`config.mk`:
```
export PLATFORM = sky130hd
export DESIGN_NAME = life_generation_sequencer
export DESIGN_NICKNAME = d
export VERILOG_FILES = /design/src/rtl/life_pkg.sv /design/src/rtl/life_nbr_addr.sv /design/src/rtl/life_generation_sequencer.sv
export SDC_FILE = /design/constraint.sdc
export NUM_CORES = 1
export LEC_CHECK = 0
export ABC_AREA = 1
export CORE_UTILIZATION = 40
export CTS_BUF_LIST = sky130_fd_sc_hd__clkbuf_2 sky130_fd_sc_hd__clkbuf_4 sky130_fd_sc_hd__clkbuf_8
export DETAILED_ROUTE_END_ITERATION = 6
export GPL_TIMING_DRIVEN = 0
export HOLD_SLACK_MARGIN = 0.03
export PLACE_DENSITY = 0.62
export SYNTH_ARGS = -nofsm -noshare
export SYNTH_HDL_FRONTEND = slang
export SYNTH_HIERARCHICAL = 1
export SYNTH_SLANG_ARGS = --single-unit
```
`constraint.sdc`:
```
create_clock -name clk -period 5.3 [get_ports clk]
set_clock_uncertainty 0.15 [all_clocks]
set_input_delay 0.53 -clock clk [delete_from_list [all_inputs] [get_ports clk]]
set_output_delay 0.53 -clock clk [all_outputs]
set_load 0.1 [all_outputs]
```
`src/rtl/life_pkg.sv`:
```
// Shared types and constants for the Game-of-Life generation sequencer.
// Holds the sequencer state enum, default board size, default rule masks and
// the neighbour offset table indexed by the fetch step k (0 = centre cell).
package life_pkg;

    typedef enum logic [2:0] {
        IDLE,
        FETCH,
        DRAIN,
        WRITE,
        SWAP,
        DONE
    } seq_state_t;

    localparam int BOARD_ROWS = 8;
    localparam int BOARD_COLS = 8;

    // Bit n set: a cell with n live neighbours is born / survives.
    localparam logic [8:0] BIRTH_MASK_DEF   = 9'b000001000;
    localparam logic [8:0] SURVIVE_MASK_DEF = 9'b000001100;

    typedef struct packed {
        logic signed [1:0] drow;
        logic signed [1:0] dcol;
    } nbr_off_t;

    localparam int NBR_COUNT = 9;

    // Entry 0 is the centre cell; 1..8 walk the neighbours row-major.
    localparam nbr_off_t NBR_OFFSET [NBR_COUNT] = '{
        '{drow:  2'sd0, dcol:  2'sd0},
        '{drow: -2'sd1, dcol: -2'sd1},
        '{drow: -2'sd1, dcol:  2'sd0},
        '{drow: -2'sd1, dcol:  2'sd1},
        '{drow:  2'sd0, dcol: -2'sd1},
        '{drow:  2'sd0, dcol:  2'sd1},
        '{drow:  2'sd1, dcol: -2'sd1},
        '{drow:  2'sd1, dcol:  2'sd0},
        '{drow:  2'sd1, dcol:  2'sd1}
    };

endpackage

```
`src/rtl/life_nbr_addr.sv`:
```
// Neighbour address generator: cell (row_i, col_i) plus offset step k_i gives the
// toroidally wrapped board address (row_o, col_o). Purely combinational.
// Ports: row_i/col_i cell coordinates, k_i fetch step 0..8, row_o/col_o wrapped address.
module life_nbr_addr
    import life_pkg::*;
#(
    parameter int  ROWS = BOARD_ROWS,
    parameter int  COLS = BOARD_COLS,
    localparam int RW   = $clog2(ROWS),
    localparam int CW   = $clog2(COLS)
) (
    input  logic [RW-1:0] row_i,
    input  logic [CW-1:0] col_i,
    input  logic [3:0]    k_i,
    output logic [RW-1:0] row_o,
    output logic [CW-1:0] col_o
);

    nbr_off_t off;

    always_comb begin
        off = '0;
        if (k_i < 4'(NBR_COUNT)) begin
            off = NBR_OFFSET[k_i];
        end
        // Power-of-two board: sign-extend the offset and let the add truncate,
        // which is exactly the toroidal wrap.
        row_o = row_i + RW'($signed(off.drow));
        col_o = col_i + CW'($signed(off.dcol));
    end

endmodule

```
`src/rtl/life_generation_sequencer.sv`:
```
// Computes one Game-of-Life generation: for each cell (row-major) reads the cell and
// its 8 toroidal neighbours from the current bank, applies the birth/survive masks,
// writes the result to the shadow bank, then pulses swap and done.
// Ports: start/busy/done handshake, rd_* current-bank read port (1-cycle latency),
// wr_* shadow-bank write port, swap bank exchange pulse, generation counter.
module life_generation_sequencer
    import life_pkg::*;
#(
    parameter int         ROWS         = BOARD_ROWS,
    parameter int         COLS         = BOARD_COLS,
    parameter logic [8:0] BIRTH_MASK   = BIRTH_MASK_DEF,
    parameter logic [8:0] SURVIVE_MASK = SURVIVE_MASK_DEF,
    localparam int        RW           = $clog2(ROWS),
    localparam int        CW           = $clog2(COLS)
) (
    input  logic          clk,
    input  logic          rst,
    input  logic          start,
    output logic          busy,
    output logic          done,
    output logic          rd_en,
    output logic [RW-1:0] rd_row,
    output logic [CW-1:0] rd_col,
    input  logic          rd_data,
    output logic          wr_en,
    output logic [RW-1:0] wr_row,
    output logic [CW-1:0] wr_col,
    output logic          wr_data,
    output logic          swap,
    output logic [15:0]   generation
);

    seq_state_t    state_q, state_d;
    logic [RW-1:0] row_q, row_d;
    logic [CW-1:0] col_q, col_d;
    logic [3:0]    k_q, k_d;
    logic          alive_q, alive_d;
    logic [3:0]    count_q, count_d;
    logic [15:0]   generation_q, generation_d;

    logic          rd_en_q, rd_en_d;
    logic [RW-1:0] rd_row_q, rd_row_d;
    logic [CW-1:0] rd_col_q, rd_col_d;
    logic          wr_en_q, wr_en_d;
    logic [RW-1:0] wr_row_q, wr_row_d;
    logic [CW-1:0] wr_col_q, wr_col_d;
    logic          wr_data_q, wr_data_d;
    logic          swap_q, swap_d;
    logic          done_q, done_d;
    logic          busy_q, busy_d;

    logic [RW-1:0] nbr_row;
    logic [CW-1:0] nbr_col;

    // Address is generated from the next-state cell/k so the read strobe and
    // its address come out of registers together.
    life_nbr_addr #(
        .ROWS (ROWS),
        .COLS (COLS)
    ) u_nbr_addr (
        .row_i (row_d),
        .col_i (col_d),
        .k_i   (k_d),
        .row_o (nbr_row),
        .col_o (nbr_col)
    );

    always_comb begin
        state_d      = state_q;
        row_d        = row_q;
        col_d        = col_q;
        k_d          = k_q;
        alive_d      = alive_q;
        count_d      = count_q;
        generation_d = generation_q;

        unique case (state_q)
            IDLE: begin
                if (start) begin
                    state_d = FETCH;
                    row_d   = '0;
                    col_d   = '0;
                    k_d     = '0;
                    count_d = '0;
                end
            end
            FETCH: begin
                // Data arriving now belongs to the read issued at step k_q-1.
                if (k_q == 4'd1) begin
                    alive_d = rd_data;
                end else if (k_q != 4'd0) begin
                    count_d = count_q + {3'b000, rd_data};
                end
                if (k_q == 4'd8) begin
                    state_d = DRAIN;
                end else begin
                    k_d = k_q + 4'd1;
                end
            end
            DRAIN: begin
                count_d = count_q + {3'b000, rd_data};
                state_d = WRITE;
            end
            WRITE: begin
                k_d     = '0;
                count_d = '0;
                state_d = FETCH;
                if (col_q == CW'(COLS - 1)) begin
                    col_d = '0;
                    row_d = row_q + RW'(1);
                    if (row_q == RW'(ROWS - 1)) begin
                        state_d = SWAP;
                    end
                end else begin
                    col_d = col_q + CW'(1);
                end
            end
            SWAP: begin
                generation_d = generation_q + 16'd1;
                state_d      = DONE;
            end
            DONE: begin
                state_d = IDLE;
            end
            default: begin
                state_d = IDLE;
            end
        endcase

        // Registered outputs: strobes follow the next state, addresses hold
        // whenever their strobe is low.
        rd_en_d   = (state_d == FETCH);
        rd_row_d  = rd_en_d ? nbr_row : rd_row_q;
        rd_col_d  = rd_en_d ? nbr_col : rd_col_q;
        wr_en_d   = (state_d == WRITE);
        wr_row_d  = wr_en_d ? row_d : wr_row_q;
        wr_col_d  = wr_en_d ? col_d : wr_col_q;
        wr_data_d = wr_data_q;
        if (wr_en_d) begin
            wr_data_d = alive_d ? SURVIVE_MASK[count_d] : BIRTH_MASK[count_d];
        end
        swap_d = (state_d == SWAP);
        done_d = (state_d == DONE);
        busy_d = (state_d != IDLE);
    end

    always_ff @(posedge clk or posedge rst) begin
        if (rst) begin
            state_q      <= IDLE;
            row_q        <= '0;
            col_q        <= '0;
            k_q          <= '0;
            alive_q      <= 1'b0;
            count_q      <= '0;
            generation_q <= '0;
            rd_en_q      <= 1'b0;
            rd_row_q     <= '0;
            rd_col_q     <= '0;
            wr_en_q      <= 1'b0;
            wr_row_q     <= '0;
            wr_col_q     <= '0;
            wr_data_q    <= 1'b0;
            swap_q       <= 1'b0;
            done_q       <= 1'b0;
            busy_q       <= 1'b0;
        end else begin
            state_q      <= state_d;
            row_q        <= row_d;
            col_q        <= col_d;
            k_q          <= k_d;
            alive_q      <= alive_d;
            count_q      <= count_d;
            generation_q <= generation_d;
            rd_en_q      <= rd_en_d;
            rd_row_q     <= rd_row_d;
            rd_col_q     <= rd_col_d;
            wr_en_q      <= wr_en_d;
            wr_row_q     <= wr_row_d;
            wr_col_q     <= wr_col_d;
            wr_data_q    <= wr_data_d;
            swap_q       <= swap_d;
            done_q       <= done_d;
            busy_q       <= busy_d;
        end
    end

    assign busy       = busy_q;
    assign done       = done_q;
    assign rd_en      = rd_en_q;
    assign rd_row     = rd_row_q;
    assign rd_col     = rd_col_q;
    assign wr_en      = wr_en_q;
    assign wr_row     = wr_row_q;
    assign wr_col     = wr_col_q;
    assign wr_data    = wr_data_q;
    assign swap       = swap_q;
    assign generation = generation_q;

endmodule

```
==> out/summary.json, run 1 <==
{
  "wl_per_cell": {"value": 11.3, "unit": "um"},
  "cts_resized": {"value": 0},
  "crit_path_start_kind": {"value": "register"},
  "maxClockFrequency": {"value": 0.304, "unit": "GHz"},
  "period_needed": {"value": 3.29, "unit": "ns"},
  "gr-total-overflow": {"value": 0},
  "ir_drop": {"value": 0.0000858, "unit": "V"},
  "drt-pass1-iter-count": {"value": 6},
  "timing.critical_path.fanout_max": {"value": 5},
  "unique_cell_type_count_in_the_yosys_netlist": {"value": 34},
  "antenna_cells_inserted": {"value": 0},
  "setup_viol_count_final": {"value": 0},
  "tritoncts_clock_tree": {"value": "built"},
  "postSynthRegisterBits": {"value": 52},
  "avgSynthCellArea": {"value": 8.42, "unit": "um2"},
  "wl": {"value": 5.41, "unit": "mm"},
  "final_hold_fails": {"value": 0},
  "design.final.nets": {"value": 399},
  "power-per-cell-area": {"value": 212, "unit": "nW/um2"},
  "hold_end": {"value": "wr_row[1]"},
  "drtAntennaViolNets": {"value": 0},
  "clk_pin_slew": {"value": 0.10, "unit": "ns"},
  "number_of_buffers_added_to_fix_hold_violations_after_cts": {"value": 0},
  "grt_first_pass_wirelength": {"value": 9.64, "unit": "mm"},
  "cp-startpoint": {"value": "k_q[0]"},
  "timing.reg2reg.setup_slack": {"value": 2.01, "unit": "ns"},
  "clock_tree.htree_level_count": {"value": 2},
  "initial_utilization": {"value": 0.414},
  "r2r_start": {"value": "k_q[0]"},
  "quantity_of_i_o_buffers_inserted_on_ports": {"value": 37},
  "tritoncts.num_buffers": {"value": 5},
  "run_status": {"value": "complete, no violations"},
  "total_drc_errors_in_the_routed_layout": {"value": 0},
  "max_slew_margin": {"value": 0.348},
  "initial_antenna_violation_count": {"value": 0},
  "fp-row-count": {"value": 30},
  "worst_r2r_path_depth": {"value": 20},
  "cp_data_required_time": {"value": 5.36, "unit": "ns"},
  "grt_setup_unrepaired": {"value": "no"},
  "die_area": {"value": 7420, "unit": "um2"},
  "critical_path.reg2reg.endpoint": {"value": "rd_col[2]"},
  "worst_setup_path_end_kind": {"value": "register"},
  "seq_area_frac_synth": {"value": 0.460},
  "cap_violations": {"value": 0},
  "worstMarginPinSlew": {"value": 0.975, "unit": "ns"},
  "min-delay-path-class": {"value": "reg2reg"},
  "core-area": {"value": 6830, "unit": "um2"},
  "clk_root_buffer_cell": {"value": "clkbuf_8"},
  "final-seq-area": {"value": 1300, "unit": "um2"},
  "design_power_total": {"value": 732, "unit": "uW"},
  "leakagePower": {"value": 0.00175, "unit": "uW"},
  "grt_pass1_vias": {"value": 2195},
  "synthToLayoutAreaGrowth": {"value": 22.1, "unit": "%"},
  "clkLatencyLatePin": {"value": 0.31, "unit": "ns"},
  "clock_sinks": {"value": 52},
  "die_w": {"value": 86.1, "unit": "um"},
  "synth.cell_area": {"value": 2830, "unit": "um2"},
  "final.setup.tns": {"value": 0, "unit": "ns"},
  "yosys_warnings": {"value": 6},
  "grt_max_degree": {"value": 29},
  "ratio_of_cells_with_drive_above_1_in_the_final_layout": {"value": 0.105},
  "cp_data_arrival_time": {"value": 3.35, "unit": "ns"},
  "maxSlewViolCount": {"value": 0},
  "die_height": {"value": 86.1, "unit": "um"},
  "global_route.usage.total": {"value": 0.164},
  "path_class": {"value": "reg2reg"},
  "post-cts-setup-buffers": {"value": 0},
  "multi_input_comb_area": {"value": 1320, "unit": "um2"},
  "ios": {"value": 38},
  "hold_depth": {"value": 2},
  "place_hpwl": {"value": 4.17, "unit": "mm"},
  "fill_cells": {"value": 669},
  "synthesized_instance_count": {"value": 336},
  "drt-vias-per-instance": {"value": 4.61},
  "detailed_route_via_count": {"value": 2202},
  "cts_max_path_buffers": {"value": 2},
  "postSynthNetCount": {"value": 354},
  "place_congestion": {"value": 0.804},
  "dr_iter_0_viols": {"value": 66},
  "post_route_fraction_of_the_period_consumed_by_the_critical_path": {"value": 0.622},
  "worstHoldStart": {"value": "wr_row[1]"}
}
## metal layers
metal	track usage	vias up	wire length (um)
met5	0	-	0
met1	0.206	1021	2580
li1	-	1138	-
met2	0.290	38	2620
met4	0.0470	0	52
met3	0.0298	5	168
## sequential cells by signal, indices dropped and copies added (netlist names)
signal	count
count_q	4
rd_en	1
state_q	3
row_q	3
rd_row	3
swap	1
wr_col	3
generation	16
wr_data	1
wr_row	3
rd_col	3
busy	1
k_q	4
wr_en	1
col_q	3
done	1
alive_q	1
## worst max-delay path: stages (launching register included)
cell and delay [ns]:
dfrtp_1 0.41, inv_1 0.09, ha_1 0.21, nand3_1 0.10, inv_1 0.09, o32ai_1 0.70
inv_2 0.13, nand2_2 0.12, nand2_1 0.06, nor2_1 0.10, nor2_1 0.06, ha_1 0.18
fa_1 0.38, inv_1 0.06, nand2_1 0.04, nand2_1 0.07, inv_1 0.04, nand2_1 0.05
nand2_1 0.04, nand2_1 0.06, nand2_1 0.05
## per-stage QoR
stage	instances	worst slack [ns]	instance area (um2)	utilization	hold WS, ns
2_1_floorplan	336	2.38	2830	-	0.315
3_3_place_gp	469	1.76	3320	0.486	0.315
3_5_place_dp	470	1.69	3340	0.489	0.318
4_1_cts	478	1.99	3460	0.506	0.344
5_1_grt	478	1.61	3460	0.506	0.360
6_report	478	2.01	3460	0.506	0.339
## cells in the final DEF (no fill, tap or decap), types with 2 or more instances in the layout
cell type,n
nand4_1,3
clkdlybuf4s50_1,37
nand3_1,19
nor3_1,5
a21oi_1,5
inv_2,5
nand2_2,7
nand3_2,3
dfrtp_1,52
inv_1,43
nor2_2,4
o21ai_0,11
ha_1,12
nand2_4,3
xor2_1,7
nor2_1,16
a22o_1,2
clkbuf_8,5
nor2_4,3
fa_1,2
nand2_1,111
xnor2_1,9
## layout make-up
cell class,instances,area share
Multi-Input combinational cell,232,0.381
Sequential cell,52,0.377
Timing Repair Buffer,38,0.113
Inverter,51,0.0583
Tap cell,96,0.0348
Clock buffer,6,0.0221
Clock inverter,2,0.0112
Buffer,1,0.00326
## synth_stat cells
cell type | n | area share
inv_4 | 1 | 0.0022
inv_1 | 44 | 0.058
nand4_4 | 1 | 0.0075
o2bb2ai_1 | 1 | 0.0031
a22oi_1 | 1 | 0.0027
a31oi_1 | 1 | 0.0022
nand3_1 | 19 | 0.034
nor2_1 | 16 | 0.021
nor3b_1 | 1 | 0.0027
nor3_1 | 5 | 0.0088
ha_1 | 12 | 0.053
nand2_2 | 7 | 0.015
nand4_1 | 3 | 0.0066
inv_8 | 1 | 0.0040
o21bai_1 | 1 | 0.0027
inv_2 | 4 | 0.0053
a21oi_1 | 5 | 0.0088
nor2_2 | 4 | 0.0088
a22o_1 | 2 | 0.0062
nand3_4 | 1 | 0.0062
nand3_2 | 3 | 0.011
o32ai_1 | 1 | 0.0031
o21ai_1 | 1 | 0.0018
xnor2_1 | 9 | 0.028
fa_1 | 2 | 0.014
dfrtp_1 | 52 | 0.46
xor2_1 | 7 | 0.022
nand2_1 | 111 | 0.15
nand2_4 | 3 | 0.012
buf_6 | 1 | 0.0040
a21oi_4 | 1 | 0.0057
clkinv_1 | 1 | 0.0013
nor2_4 | 3 | 0.012
o21ai_0 | 11 | 0.019
## power breakdown
group / internal [uW] / total (uW) / switching [uW]
clock: 148 / 282 / 134
sequential: 401 / 403 / 2.20
combinational: 12.1 / 47.2 / 35.1
total: 561 / 732 / 171
## worst max path at each step
stage	endpoint	slack, ns	depth (start not counted)
2_1_floorplan	rd_col[2]	2.38	20
4_1_cts	rd_col[2]	1.99	20
3_5_place_dp	rd_row[2]	1.69	22
5_1_grt	rd_col[2]	1.61	20
3_3_place_gp	rd_row[2]	1.76	22
6_report	rd_col[2]	2.01	20
## cell families after synthesis
logic type      Yosys count  synth area share
simple gates            177             0.293
buf+inv                  52            0.0752
xor+xnor                 16            0.0495
flops                    52             0.460
compound gates           25            0.0557
fa+ha+maj                14            0.0672
No activity file was read; power rests on OpenSTA's default activity.
==> run 2: changes to the inputs <==
Settings changed: PLACE_DENSITY 0.62 to 0.65.
Clock period 5.3 ns to 3 ns, I/O delays scaled along.
==> run 2 against run 1 <==
Largest cell class unchanged. Largest power group unchanged. Sequential power rose by 77%. Die area did not move. Final area rose by 4.7%. Combinational power rose by 77%. Critical path depth did not move.
==> out/summary.json, run 2 (synthesis gave the netlist of run 1 again) <==
{
  "run_status": {"value": "complete, no violations"},
  "place_congestion": {"value": 0.809, "change": "+0.62%"},
  "min-delay-path-class": {"value": "in2async"},
  "clk_pin_slew": {"value": 0.09, "unit": "ns", "change": "about the same"},
  "grt_max_degree": {"value": 28, "change": "-3.4%"},
  "layout.cell_area.non_filler": {"value": 3620, "unit": "um2", "change": "+4.7%"},
  "largest_reg_flops": {"value": 16, "change": "unchanged"},
  "tritoncts.num_buffers": {"value": 5, "change": "unchanged"},
  "seq_power_share": {"value": 0.540, "change": "-0.011"},
  "worstMarginPinSlew": {"value": 0.970, "unit": "ns", "change": "-0.00497 ns"},
  "layout.cells.most_common": {"value": "nand2_1"},
  "fp-row-count": {"value": 30, "change": "unchanged"},
  "grt_first_pass_wirelength": {"value": 9.56, "unit": "mm", "change": "-0.86%"},
  "worst_setup_path_end_kind": {"value": "register"},
  "ratio_of_cells_with_drive_above_1_in_the_final_layout": {"value": 0.174, "change": "+0.0692"},
  "wl_per_cell": {"value": 12.0, "unit": "um", "change": "+5.9%"},
  "crit_path_start_kind": {"value": "register"},
  "ios": {"value": 38, "change": "unchanged"},
  "cts_max_path_buffers": {"value": 2, "change": "unchanged"},
  "fill_cells": {"value": 667, "change": "-0.30%"},
  "timing.final.ws_setup": {"value": 0.128, "unit": "ns", "change": "-1.88 ns"},
  "cell_internal_pwr": {"value": 1020, "unit": "uW", "change": "+83%"},
  "total_switching_power": {"value": 295, "unit": "uW", "change": "+72%"},
  "core-area": {"value": 6830, "unit": "um2", "change": "unchanged"},
  "most-common-layout-cells": {"value": "110 x nand2_1, 50 x dfrtp_1, 38 x inv_1"},
  "gr-total-overflow": {"value": 0, "change": "unchanged"},
  "post-place-cells": {"value": 470, "change": "unchanged"},
  "leakagePower": {"value": 0.00180, "unit": "uW", "change": "+2.8%"},
  "clock_tree.htree_level_count": {"value": 2, "change": "unchanged"},
  "power.share.combinational": {"value": 0.063, "change": "about the same"},
  "p_clk_frac": {"value": 0.397, "change": "+0.012"},
  "detailed_route_via_count": {"value": 2289, "change": "+4.0%"},
  "dr_iter_0_viols": {"value": 112, "change": "+70%"},
  "post_route_fraction_of_the_period_consumed_by_the_critical_path": {"value": 0.957, "change": "+0.336"},
  "cap_violations": {"value": 0, "change": "unchanged"},
  "cp_data_arrival_time": {"value": 2.93, "unit": "ns", "change": "-0.42 ns"},
  "cp_data_required_time": {"value": 3.06, "unit": "ns", "change": "-2.30 ns"},
  "drt-pass1-iter-count": {"value": 4, "change": "-2"},
  "pre_cts_slack": {"value": -0.339, "unit": "ns", "change": "-2.03 ns"},
  "timing.critical_path.fanout_max": {"value": 5, "change": "unchanged"},
  "initial_antenna_violation_count": {"value": 0, "change": "unchanged"},
  "power-per-cell-area": {"value": 364, "unit": "nW/um2", "change": "+72%"},
  "drt-vias-per-instance": {"value": 4.70, "change": "+2.0%"},
  "ir_drop": {"value": 0.000171, "unit": "V", "change": "+100%"},
  "path_class": {"value": "reg2reg"},
  "grt_pass1_vias": {"value": 2155, "change": "-1.8%"},
  "synthToLayoutAreaGrowth": {"value": 27.9, "unit": "%"},
  "tritoncts_clock_tree": {"value": "built"},
  "die_w": {"value": 86.1, "unit": "um", "change": "unchanged"},
  "antenna_cells_inserted": {"value": 0, "change": "unchanged"},
  "maxClockFrequency": {"value": 0.348, "unit": "GHz", "change": "+15%"},
  "max_slew_margin": {"value": 0.351, "change": "+0.00332"},
  "clk_root_buffer_cell": {"value": "clkbuf_8"},
  "postPlaceCellArea": {"value": 3340, "unit": "um2", "change": "unchanged"},
  "drtAntennaViolNets": {"value": 0, "change": "unchanged"},
  "total_drc_errors_in_the_routed_layout": {"value": 0, "change": "unchanged"},
  "wl": {"value": 5.84, "unit": "mm", "change": "+7.9%"},
  "quantity_of_i_o_buffers_inserted_on_ports": {"value": 37, "change": "unchanged"},
  "maxSlewViolCount": {"value": 0, "change": "unchanged"},
  "final.setup.tns": {"value": 0, "unit": "ns", "change": "unchanged"},
  "global_route.usage.total": {"value": 0.165, "change": "+0.000448"},
  "die_area": {"value": 7420, "unit": "um2", "change": "unchanged"},
  "die_height": {"value": 86.1, "unit": "um", "change": "unchanged"},
  "final_hold_fails": {"value": 0, "change": "unchanged"},
  "period_needed": {"value": 2.87, "unit": "ns", "change": "-0.422 ns"},
  "initial_utilization": {"value": 0.414, "change": "unchanged"},
  "clkLatencyLatePin": {"value": 0.31, "unit": "ns", "change": "about the same"},
  "place_hpwl": {"value": 4.14, "unit": "mm", "change": "-0.82%"},
  "fin_cells": {"value": 487, "change": "+1.9%"},
  "clock_sinks": {"value": 52, "change": "unchanged"},
  "setup_viol_count_final": {"value": 0, "change": "unchanged"},
  "sw_frac_of_total": {"value": 0.224, "change": "-0.0102"},
  "design.final.nets": {"value": 408, "change": "+2.3%"}
}
[run 2: cell types whose count changed in the layout (fill, tap and decap cells not counted), moves of 3 or more]
| cell | delta |
|---|---|
| buf_4 | +9 |
| inv_1 | -5 |
| inv_2 | +5 |
| o21ai_0 | -3 |
[run 2: critical path, stage by stage (launching register included)]
cell and delay [ns]:
dfrtp_1 0.43, inv_2 0.09, ha_2 0.19, nand3_2 0.12, inv_2 0.13, a21oi_2 0.07
a22oi_2 0.30, buf_4 0.18, buf_4 0.10, a21oi_1 0.09, nand2_2 0.10, inv_1 0.05
fa_2 0.35, inv_1 0.06, nand2_1 0.04, nand2_1 0.07, inv_1 0.04, nand2_1 0.05
nand2_1 0.05, nand2_1 0.06, nand2_1 0.05
[run 2: cell type report]
type	count	area (um2)	area share
multi-input combinational	232	1400	0.386
tap	96	120	0.0332
timing repair buffer	47	458	0.127
buffer	1	11.3	0.00311
sequential	52	1300	0.360
clock buffer	7	96.3	0.0266
clock inverter	1	30.0	0.00830
inverter	51	201	0.0557
[run 2: path summary, 6_finish.rpt]
| kind | startpoint | endpoint | slack [ns] | cells past startpoint |
|---|---|---|---|---|
| worst max-delay path | k_q[0] | rd_col[2] | 0.13 | 20 |
| worst min-delay path | rst | generation[10] | 0.21 | 2 |
| worst max register to register | k_q[0] | rd_col[2] | 0.13 | 20 |
| worst min register to register | wr_data | wr_data | 0.34 | 2 |
| max in group asynchronous | rst | state_q[1] | 1.94 | 3 |
| min in group clk | wr_data | wr_data | 0.34 | 2 |
[run 2: routing by layer]
layer  vias to the layer above  GRT usage  wire length, um
met5                         -          0                0
met1                      1076      0.206             2590
li1                       1160          -                -
met4                         0     0.0561               83
met3                        10     0.0337              213
met2                        43      0.284             2960
[run 2: timing repair]
| item | in CTS | in global routing |
|---|---|---|
| hold buffers | 0 | 0 |
| setup buffers | 1 | 8 |
| pin swaps | 1 | 4 |
| gates resized for setup | 4 | 22 |
| endpoints found under the setup margin | 4 | 3 |
[run 2: metrics by stage]
| step | hold WS, ns | total power, uW | util |
|---|---|---|---|
| final | 0.211 | 1320 | 0.530 |
| after global routing | 0.266 | 1370 | 0.530 |
| after CTS | 0.239 | 1330 | 0.512 |
| after detailed placement | 0.316 | 811 | 0.489 |
| after global placement | 0.316 | 806 | 0.486 |
| after floorplan | 0.315 | 786 | - |
[run 2: power groups by stage]
stage	sequential, uW	combinational, uW	clock [uW]
2_1_floorplan	761	24.5	0
3_3_place_gp	726	80.7	0
3_5_place_dp	726	85.3	0
4_1_cts	712	85.2	533
5_1_grt	713	90.8	563
6_report	712	83.6	523
==> run 3: changes to the inputs <==
Settings changed: CORE_MARGIN set to 2, MAX_ROUTING_LAYER set to met4.
==> run 3 against run 2 <==
Clock power shrank 19%. Largest power group unchanged. Critical path depth grew 1. Largest cell class unchanged. Worst hold slack lost 0.12 ns. Non-clock buffer count is the same. Setup slack gained 0.081 ns. Maximum frequency grew 2.9%. Count of clock-buffer cells in the layout is the same. First-iteration DRC count grew 46%.
==> out/summary.json, run 3 (synthesis gave the netlist of run 1 again) <==
{
  "run_status": {"value": "complete, no violations"},
  "cts_max_path_buffers": {"value": 2, "change": "unchanged"},
  "cell_internal_pwr": {"value": 926, "unit": "uW", "change": "-9.5%"},
  "number_of_buffers_added_to_fix_hold_violations_after_cts": {"value": 0, "change": "unchanged"},
  "dr_iter_0_viols": {"value": 163, "change": "+46%"},
  "leakagePower": {"value": 0.00178, "unit": "uW", "change": "-0.96%"},
  "crit_path_frequent_cell": {"value": "nand2_1"},
  "clock_tree.htree_level_count": {"value": 2, "change": "unchanged"},
  "path_class": {"value": "reg2reg"},
  "wl": {"value": 5.69, "unit": "mm", "change": "-2.5%"},
  "worst_path_max_delay_cell": {"value": "dfrtp_1"},
  "ir_drop": {"value": 0.000165, "unit": "V", "change": "-3.8%"},
  "period_needed": {"value": 2.79, "unit": "ns", "change": "-0.0813 ns"},
  "postPlaceCellArea": {"value": 3340, "unit": "um2", "change": "unchanged"},
  "global_route.usage.total": {"value": 0.167, "change": "+0.00199"},
  "layout.cells.most_common": {"value": "nand2_1"},
  "drt-pass1-iter-count": {"value": 4, "change": "unchanged"},
  "die_height": {"value": 88.1, "unit": "um", "change": "+2.3%"},
  "pre_cts_slack": {"value": -0.326, "unit": "ns", "change": "+0.0128 ns"},
  "initial_antenna_violation_count": {"value": 0, "change": "unchanged"},
  "power-per-cell-area": {"value": 342, "unit": "nW/um2", "change": "-6.1%"},
  "place_hpwl": {"value": 4.23, "unit": "mm", "change": "+2.1%"},
  "core-area": {"value": 6830, "unit": "um2", "change": "unchanged"},
  "quantity_of_i_o_buffers_inserted_on_ports": {"value": 37, "change": "unchanged"},
  "die_w": {"value": 88.1, "unit": "um", "change": "+2.3%"},
  "clk_pin_slew": {"value": 0.10, "unit": "ns", "change": "about the same"},
  "layout.cell_area.non_filler": {"value": 3570, "unit": "um2", "change": "-1.4%"},
  "cp_data_required_time": {"value": 3.06, "unit": "ns", "change": "about the same"},
  "setup_viol_count_final": {"value": 0, "change": "unchanged"},
  "detailed_route_via_count": {"value": 2282, "change": "-0.31%"},
  "clk_root_buffer_cell": {"value": "clkbuf_8"},
  "sw_frac_of_total": {"value": 0.241, "change": "+0.0174"},
  "cap_violations": {"value": 0, "change": "unchanged"},
  "worst_path_dominant_cell_family": {"value": "simple AND/OR/NAND/NOR gates"},
  "fp-row-count": {"value": 30, "change": "unchanged"},
  "worstMarginPinSlew": {"value": 0.979, "unit": "ns", "change": "+0.00874 ns"},
  "min-delay-path-class": {"value": "in2async"},
  "antenna_cells_inserted": {"value": 0, "change": "unchanged"},
  "p_clk_frac": {"value": 0.348, "change": "-0.049"},
  "seq_power_share": {"value": 0.583, "change": "+0.043"},
  "worst_setup_path_end_kind": {"value": "register"},
  "ios": {"value": 38, "change": "unchanged"},
  "maxSlewViolCount": {"value": 0, "change": "unchanged"},
  "power.share.combinational": {"value": 0.069, "change": "+0.006"},
  "critical_path.cell_chain": {"value": "inv_2 > ha_2 > nand3_2 > inv_2 > buf_4 > o32ai_4 > inv_2 > nand2_2 > nand2_1 > nor2_1 > nor2_1 > ha_1 > fa_2 > inv_1 > nand2_1 > nand2_1 > inv_1 > nand2_1 > nand2_1 > nand2_1 > nand2_1"},
  "drtAntennaViolNets": {"value": 0, "change": "unchanged"},
  "timing.final.ws_setup": {"value": 0.209, "unit": "ns", "change": "+0.0813 ns"},
  "initial_utilization": {"value": 0.414, "change": "unchanged"},
  "crit_path_max_incr_delay": {"value": 0.37, "unit": "ns", "change": "-0.06 ns"},
  "largest_reg_flops": {"value": 16, "change": "unchanged"},
  "crit_path_start_kind": {"value": "register"},
  "most-common-layout-cells": {"value": "110 x nand2_1, 50 x dfrtp_1, 39 x inv_1"},
  "place_congestion": {"value": 0.813, "change": "+0.51%"},
  "post_route_fraction_of_the_period_consumed_by_the_critical_path": {"value": 0.930, "change": "-0.0271"},
  "final_hold_fails": {"value": 0, "change": "unchanged"},
  "whs": {"value": 0.0953, "unit": "ns", "change": "-0.116 ns"},
  "tritoncts.num_buffers": {"value": 5, "change": "unchanged"},
  "count_of_buffer_and_inverter_cells_on_the_critical_path": {"value": 6, "change": "-1"},
  "multi_input_comb_area": {"value": 1380, "unit": "um2", "change": "-1.5%"},
  "cp_data_arrival_time": {"value": 2.85, "unit": "ns", "change": "-0.08 ns"},
  "gr-total-overflow": {"value": 0, "change": "unchanged"},
  "final-seq-area": {"value": 1300, "unit": "um2", "change": "unchanged"},
  "ratio_of_cells_with_drive_above_1_in_the_final_layout": {"value": 0.169, "change": "-0.00512"},
  "total_switching_power": {"value": 294, "unit": "uW", "change": "-0.25%"},
  "drt-vias-per-instance": {"value": 4.69, "change": "-0.31%"},
  "clkLatencyLatePin": {"value": 0.31, "unit": "ns", "change": "about the same"},
  "synthToLayoutAreaGrowth": {"value": 26.1, "unit": "%"},
  "wl_per_cell": {"value": 11.7, "unit": "um", "change": "-2.5%"},
  "tritoncts_clock_tree": {"value": "built"},
  "fill_cells": {"value": 673, "change": "+0.90%"},
  "grt_first_pass_wirelength": {"value": 9.81, "unit": "mm", "change": "+2.7%"},
  "fin_cells": {"value": 487, "change": "unchanged"},
  "post-place-cells": {"value": 470, "change": "unchanged"},
  "total_drc_errors_in_the_routed_layout": {"value": 0, "change": "unchanged"},
  "grt_pass1_vias": {"value": 2188, "change": "+1.5%"},
  "design.final.nets": {"value": 408, "change": "unchanged"},
  "maxClockFrequency": {"value": 0.358, "unit": "GHz", "change": "+2.9%"},
  "timing.critical_path.fanout_max": {"value": 4, "change": "-1"},
  "die_area": {"value": 7760, "unit": "um2", "change": "+4.7%"},
  "max_slew_margin": {"value": 0.345, "change": "-0.00585"},
  "clock_sinks": {"value": 52, "change": "unchanged"},
  "grt_max_degree": {"value": 41, "change": "+46%"}
}
-- run 3: per-stage QoR --
step,setup TNS (ns),total power [uW],util
final,0,1220,0.522
after global routing,-0.0202,1270,0.522
after detailed placement,-0.805,811,0.489
after floorplan,0,786,-
after global placement,-0.656,806,0.486
after CTS,0,1240,0.508
-- run 3: layout make-up --
type,count,share of cell area
clock buffers,7,0.0252
clock inverters,1,0.00210
plain buffers,1,0.00316
inverters,51,0.0565
repair buffers,47,0.128
well taps,96,0.0337
flip-flops and latches,52,0.365
multi-input cells,232,0.386
-- run 3: per-layer routing --
metal,global-route usage,routed length [um],vias up
met5,-,0,-
met4,0.0482,74,0
li1,-,-,1156
met2,0.282,2820,41
met1,0.201,2590,1075
met3,0.0368,205,10
-- run 3: power by group through the flow --
stage | Sequential, uW | Combinational, uW | Clock [uW]
after floorplan | 761 | 24.5 | 0
after global placement | 726 | 80.6 | 0
after detailed placement | 726 | 85.0 | 0
after CTS | 712 | 85.2 | 441
after global routing | 713 | 90.8 | 465
final | 712 | 83.6 | 425
-- run 3: worst register-to-register path, stage by stage, from the launching register on --
cell and delay (ns):
dfrtp_1 0.37, inv_2 0.06, ha_2 0.19, nand3_2 0.09, inv_2 0.05, buf_4 0.13, o32ai_4 0.30, inv_2 0.09
nand2_2 0.10, nand2_1 0.06, nor2_1 0.11, nor2_1 0.06, ha_1 0.19, fa_2 0.34, inv_1 0.06, nand2_1 0.04
nand2_1 0.07, inv_1 0.04, nand2_1 0.05, nand2_1 0.04, nand2_1 0.06, nand2_1 0.05
-- run 3: repair_timing --
action	in CTS	in global routing
setup endpoints to repair	4	3
gates resized for setup	5	16
pin swaps	1	4
endpoints found under the hold margin	0	0
buffers inserted	1	8
-- run 3: worst paths after layout --
path                           start            end  slack, ns  cells after the start
setup reg to reg              k_q[0]      rd_col[2]       0.21                     21
hold reg to reg            wr_row[2]      wr_row[2]       0.34                      2
max in group asynchronous        rst     state_q[0]       2.09                      3
hold / removal                   rst  generation[6]        0.1                      2
setup / recovery              k_q[0]      rd_col[2]       0.21                     21
min in group clk           wr_row[2]      wr_row[2]       0.34                      2
==> RTL change 1, RTL diff (flow settings as in run 2) <==
`BOARD_COLS`: 8 -> 16.
--- a/src/rtl/life_pkg.sv
+++ b/src/rtl/life_pkg.sv
@@ -13,7 +13,7 @@
     } seq_state_t;
 
     localparam int BOARD_ROWS = 8;
-    localparam int BOARD_COLS = 8;
+    localparam int BOARD_COLS = 16;
 
     // Bit n set: a cell with n live neighbours is born / survives.
     localparam logic [8:0] BIRTH_MASK_DEF   = 9'b000001000;
Ports: changed (resized rd_col and wr_col); port bits go from 38 to 40. No check against the original RTL was run, so the function may have changed too.
==> RTL change 1 against run 2 <==
Worst setup slack got worse by 0.018 ns; maximum frequency shrank 0.63%; design area up 3.3%; hold slack improved by 0.0036 ns; synthesized area increased by 1.2%; routed wire length up 5.3%; non-clock buffer count increased by 10; sequential cell count rose by 3; first-iteration DRC count is 36% higher; critical path type unchanged; highest routed layer unchanged.
Power is not compared: it rests on default switching activity, and its combinational part moved more than twofold at a synthesized area within 25%.
==> RTL change 1: results (changes against run 2) <==
[detailed_routing]
avgViaCountPerCell = 4.63  ; -1.4%
drtIter0Drc = 152  ; +36%
wl_per_cell_um = 12.8  ; +6.7%

[synth]
syn_nets = 338  ; -4.5%
yosys.cell_types.count = 33  ; -2.9%
synth_commonest_cells = nand2_1, dfrtp_1, inv_1
synth_fa_ha_area_share_pct = 7.08  ; +0.36 points
synth_compound_gate_area_share_pct = 4.46  ; -1.1 points
synth_xor_area_share_pct = 7.03  ; +2.1 points
synth_area_leaders = dfrtp_1, nand2_1, ha_1
ys_seq_area_share_pct = 48.1  ; +2.1 points

[global_route]
grt_pass1_vias = 2076  ; -3.7%
grt_pass1_wl_um = 9800  ; +2.6%
grt_max_degree = 31  ; +11%
grtUsageTotal_pct = 16.9  ; +0.45 points

[placement]
io_buffers = 39  ; +5.4%
dp_hpwl_um = 4070  ; -1.6%
globalplace.congestion = 0.837  ; +3.4%

[floorplan]
die-width_um = 86.6  ; +0.58%

[finish]
nFillCells = 635  ; -4.8%
drive_gt1_share_pct = 21.3  ; +3.9 points

[sta]
worst_pin_slew_ns = 0.992  ; +0.0216 ns

[worst_setup_path]
cp.arrival_ns = 2.95  ; +0.02 ns
crit_fanout = 4  ; -1

[run_status]
status = finished, final reports clean

[RTL change 1: cell count changes in the layout (fill, tap and decap cells not counted), moves of 3 or more]
cell     delta
nand2_1    -13
xor2_1      +7
buf_4       +9
o21ai_0     -3
inv_1      -12
nor3_1      -3
[RTL change 1: repair_timing]
item / CTS / global route
setup buffers: 4 / 14
pin swaps: 1 / 8
gates resized for setup: 8 / 26
endpoints found under the setup margin: 4 / 5
[RTL change 1: area by class of cell]
class	instances	area [µm²]	share of cell area, %
timing repair buffer	58	546	14.6
clock buffer	6	76.3	2.04
inverter	37	146	3.92
multi-input combinational	227	1460	39.0
tap	96	120	3.21
clock inverter	2	12.5	0.335
sequential	55	1380	36.9
[RTL change 1: critical path: cells and delay by family (launching register included)]
family          cells  cell delay [ns]
compound gates      3             0.45
flops               1             0.43
simple gates        7             0.55
fa+ha+maj           3             0.72
buf+inv             2             0.17
xor+xnor            2             0.32
[RTL change 1: cells by family (layout without fill, tap and decap cells)]
kind of cell,count (synthesis),count (layout)
buffers and inverters,37,103
AO/OA/AOI/OAI,22,22
XOR/XNOR,23,23
adder cells (fa/ha/maj),15,15
AND/OR/NAND/NOR,167,167
flip-flops,55,55
[RTL change 1: metal layers]
metal,share of wire (%),up-vias,wire [µm],GRT usage (%)
li1,-,1134,-,-
met1,47,1048,2900,22.3
met4,1.9,0,120,4.55
met5,0,-,0,0
met3,2.2,10,134,3.43
met2,49,37,3000,28.6
[RTL change 1: final timing paths]
kind / slack, ns / start / depth (start not counted) / end
worst max-delay path: 0.11 / k_q[1] / 17 / rd_row[2]
worst min-delay path: 0.21 / rst / 2 / rd_en
worst max register to register: 0.11 / k_q[1] / 17 / rd_row[2]
worst min register to register: 0.32 / generation[15] / 1 / generation[15]
max in group asynchronous: 1.92 / rst / 3 / swap
min in group clk: 0.32 / generation[15] / 1 / generation[15]
[RTL change 1: where the power goes]
| part | total [mW] | internal [mW] | switching [mW] |
|---|---|---|---|
| Clock | 0.418 | 0.173 | 0.245 |
| Sequential | 0.988 | 0.894 | 0.0936 |
| Combinational | 2.36 | 0.786 | 1.57 |
| Total | 3.76 | 1.85 | 1.91 |
[RTL change 1: metrics by stage]
stage | setup WS [ns] | std cells | hold WS [ns] | area, µm² | utilization, %
finish | 0.110 | 481 | 0.215 | 3740 | 54.4
global route | -0.0783 | 481 | 0.271 | 3740 | 54.4
CTS | 0.0148 | 467 | 0.226 | 3550 | 51.7
detailed placement | -0.365 | 455 | 0.309 | 3390 | 49.4
global placement | -0.328 | 454 | 0.311 | 3370 | 49.1
floorplan | 0.0849 | 319 | 0.315 | 2860 | -
==> RTL change 2, RTL diff (config.mk and constraints of run 2) <==
Made on the original files. Re-encode `seq_state_t` (6 states) as one-hot, 6 bits wide.
--- a/src/rtl/life_pkg.sv
+++ b/src/rtl/life_pkg.sv
@@ -3,13 +3,13 @@
 // the neighbour offset table indexed by the fetch step k (0 = centre cell).
 package life_pkg;
 
-    typedef enum logic [2:0] {
-        IDLE,
-        FETCH,
-        DRAIN,
-        WRITE,
-        SWAP,
-        DONE
+    typedef enum logic [5:0] {
+        IDLE  = 6'b000001,
+        FETCH = 6'b000010,
+        DRAIN = 6'b000100,
+        WRITE = 6'b001000,
+        SWAP  = 6'b010000,
+        DONE  = 6'b100000
     } seq_state_t;
 
     localparam int BOARD_ROWS = 8;
Function: same outputs for any inputs over 10 cycles, from zero or initial values and one cycle with rst high; not proved beyond that.
==> RTL change 2 against run 2 <==
The flow now finishes with violations (setup timing); worst setup slack got worse by 0.21 ns; critical path depth increased by 2; via count increased by 6.8%; sequential cell count increased by 3; routed wire length increased by 13%; design area increased by 8.2%; synthesized area increased by 6.5%; critical path type unchanged; highest routed layer unchanged.
Power is not compared: it rests on default switching activity, and its combinational part moved more than twofold at a synthesized area within 25%.
==> RTL change 2: results (changes against run 2) <==
[sta]
finalSetupViolCount = 2  ; +2
holdWs_ns = 0.153  ; -0.0583 ns
tns_ns = -0.121  ; -0.121 ns
worst_slack_ns = -0.0864  ; -0.214 ns
worst_pin_slew_ns = 1.00  ; +0.0301 ns

[clock_tree]
insertion_delay_ns = 0.31  ; about the same
cts_root_buf = clkbuf_8
cts.path.max_buffers = 2  ; unchanged
clk_pin_slew_ns = 0.10
cts_buffers = 5  ; unchanged
htreeDepth = 2  ; unchanged

[finish]
largest_register_ffs = 16  ; unchanged
diodes = 0  ; unchanged
drive_gt1_share_pct = 23.1  ; +5.7 points
fin_nets = 429  ; +5.1%
nFillCells = 675  ; +1.2%

[worst_setup_path]
critPathCapture = rd_row[2]
r2r_cells = 22  ; +10%
crit_path_start = state_q[0]
critPathMaxStageDelay_ns = 0.58  ; +0.15 ns
crit_fanout = 5  ; unchanged
rr_startpoint = state_q[0]
cp.arrival_ns = 3.14  ; +0.21 ns
cpMaxStageDelayCell = dfstp_2

[run_status]
status = complete, but fails checks
violations = setup timing

[detailed_routing]
wl_per_cell_um = 12.9  ; +7.6%
first_pass_iters = 4  ; unchanged
num_vias = 2444  ; +6.8%
avgViaCountPerCell = 4.78  ; +1.8%
drtIter0Drc = 116  ; +3.6%

[placement]
pre_cts_ws_ns = -0.332  ; +0.00703 ns
io_buffers = 37  ; unchanged
placed_area_um2 = 3560  ; +6.7%
globalplace.congestion = 0.822  ; +1.6%
dp_hpwl_um = 4710  ; +14%
dp_cells = 490  ; +4.3%

[synth]
synth-warning-count = 6  ; unchanged
synth_area_leaders = dfrtp_1, nand2_1, inv_1
async_reset_ff_share_pct = 100  ; unchanged
ys_seq_area_share_pct = 45.7  ; -0.25 points
synth_commonest_cells = nand2_1, dfrtp_1, inv_1
netlist_instances = 353  ; +5.1%
yosys.cell_types.count = 32  ; -5.9%
syn_nets = 371  ; +4.8%
synth_ff_type = dfrtp_1

[global_route]
grt_max_degree = 37  ; +32%
grt_pass1_wl_um = 10800  ; +13%
grt_pass1_vias = 2334  ; +8.3%
grtUsageTotal_pct = 18.0  ; +1.5 points
antenna_found_initial = 0  ; unchanged

[power_and_ir_drop]
p_leak_nw = 1.92
ir_drop_mv = 0.604

[min_path]
hp-class = input pin to async pin

==> RTL change 2: where the power goes <==
part	switching [mW]	internal [mW]
registers	0.0880	0.863
logic	1.12	0.593
clock network	0.256	0.253
total	1.47	1.71
==> RTL change 2: layout make-up <==
cell class	instances	area, µm²	area share (%)
sequential	55	1380	35.3
buffer	2	8.76	0.224
clock buffer	5	68.8	1.76
tap	99	124	3.16
timing repair buffer	51	488	12.5
inverter	57	221	5.66
clock inverter	3	47.5	1.21
multi-input combinational	239	1580	40.2
==> RTL change 2: what timing repair did <==
| item | CTS | global route |
|---|---|---|
| buffers inserted | 6 | 7 |
| pin swaps | 10 | 13 |
| gates cloned | 0 | 0 |
| setup endpoints to repair | 4 | 4 |
| resized for setup | 21 | 21 |
==> RTL change 2: critical path, delay by kind of cell (launching register included) <==
kind	cells	cell delay (ns)
AO/OA/AOI/OAI	2	0.24
adder cells (fa/ha/maj)	2	0.48
buffers and inverters	7	0.47
flip-flops	1	0.58
multiplexers	1	0.24
AND/OR/NAND/NOR	10	0.81
==> RTL change 2: logic make-up after synthesis <==
kind of cell,after synthesis,share of synthesized area [%]
flops,55,45.7
simple gates,170,26.3
xor+xnor,16,4.65
compound gates,33,6.60
fa+ha+maj,14,6.31
buf+inv,59,7.39
mux,6,2.99
==> RTL change 2: metal layers <==
layer | GRT usage (%) | vias up | wire length (µm)
met1 | 24.5 | 1156 | 3200
met5 | 0 | - | 0
met3 | 3.08 | 6 | 191
met4 | 5.28 | 0 | 64
met2 | 29.4 | 45 | 3140
li1 | - | 1237 | -
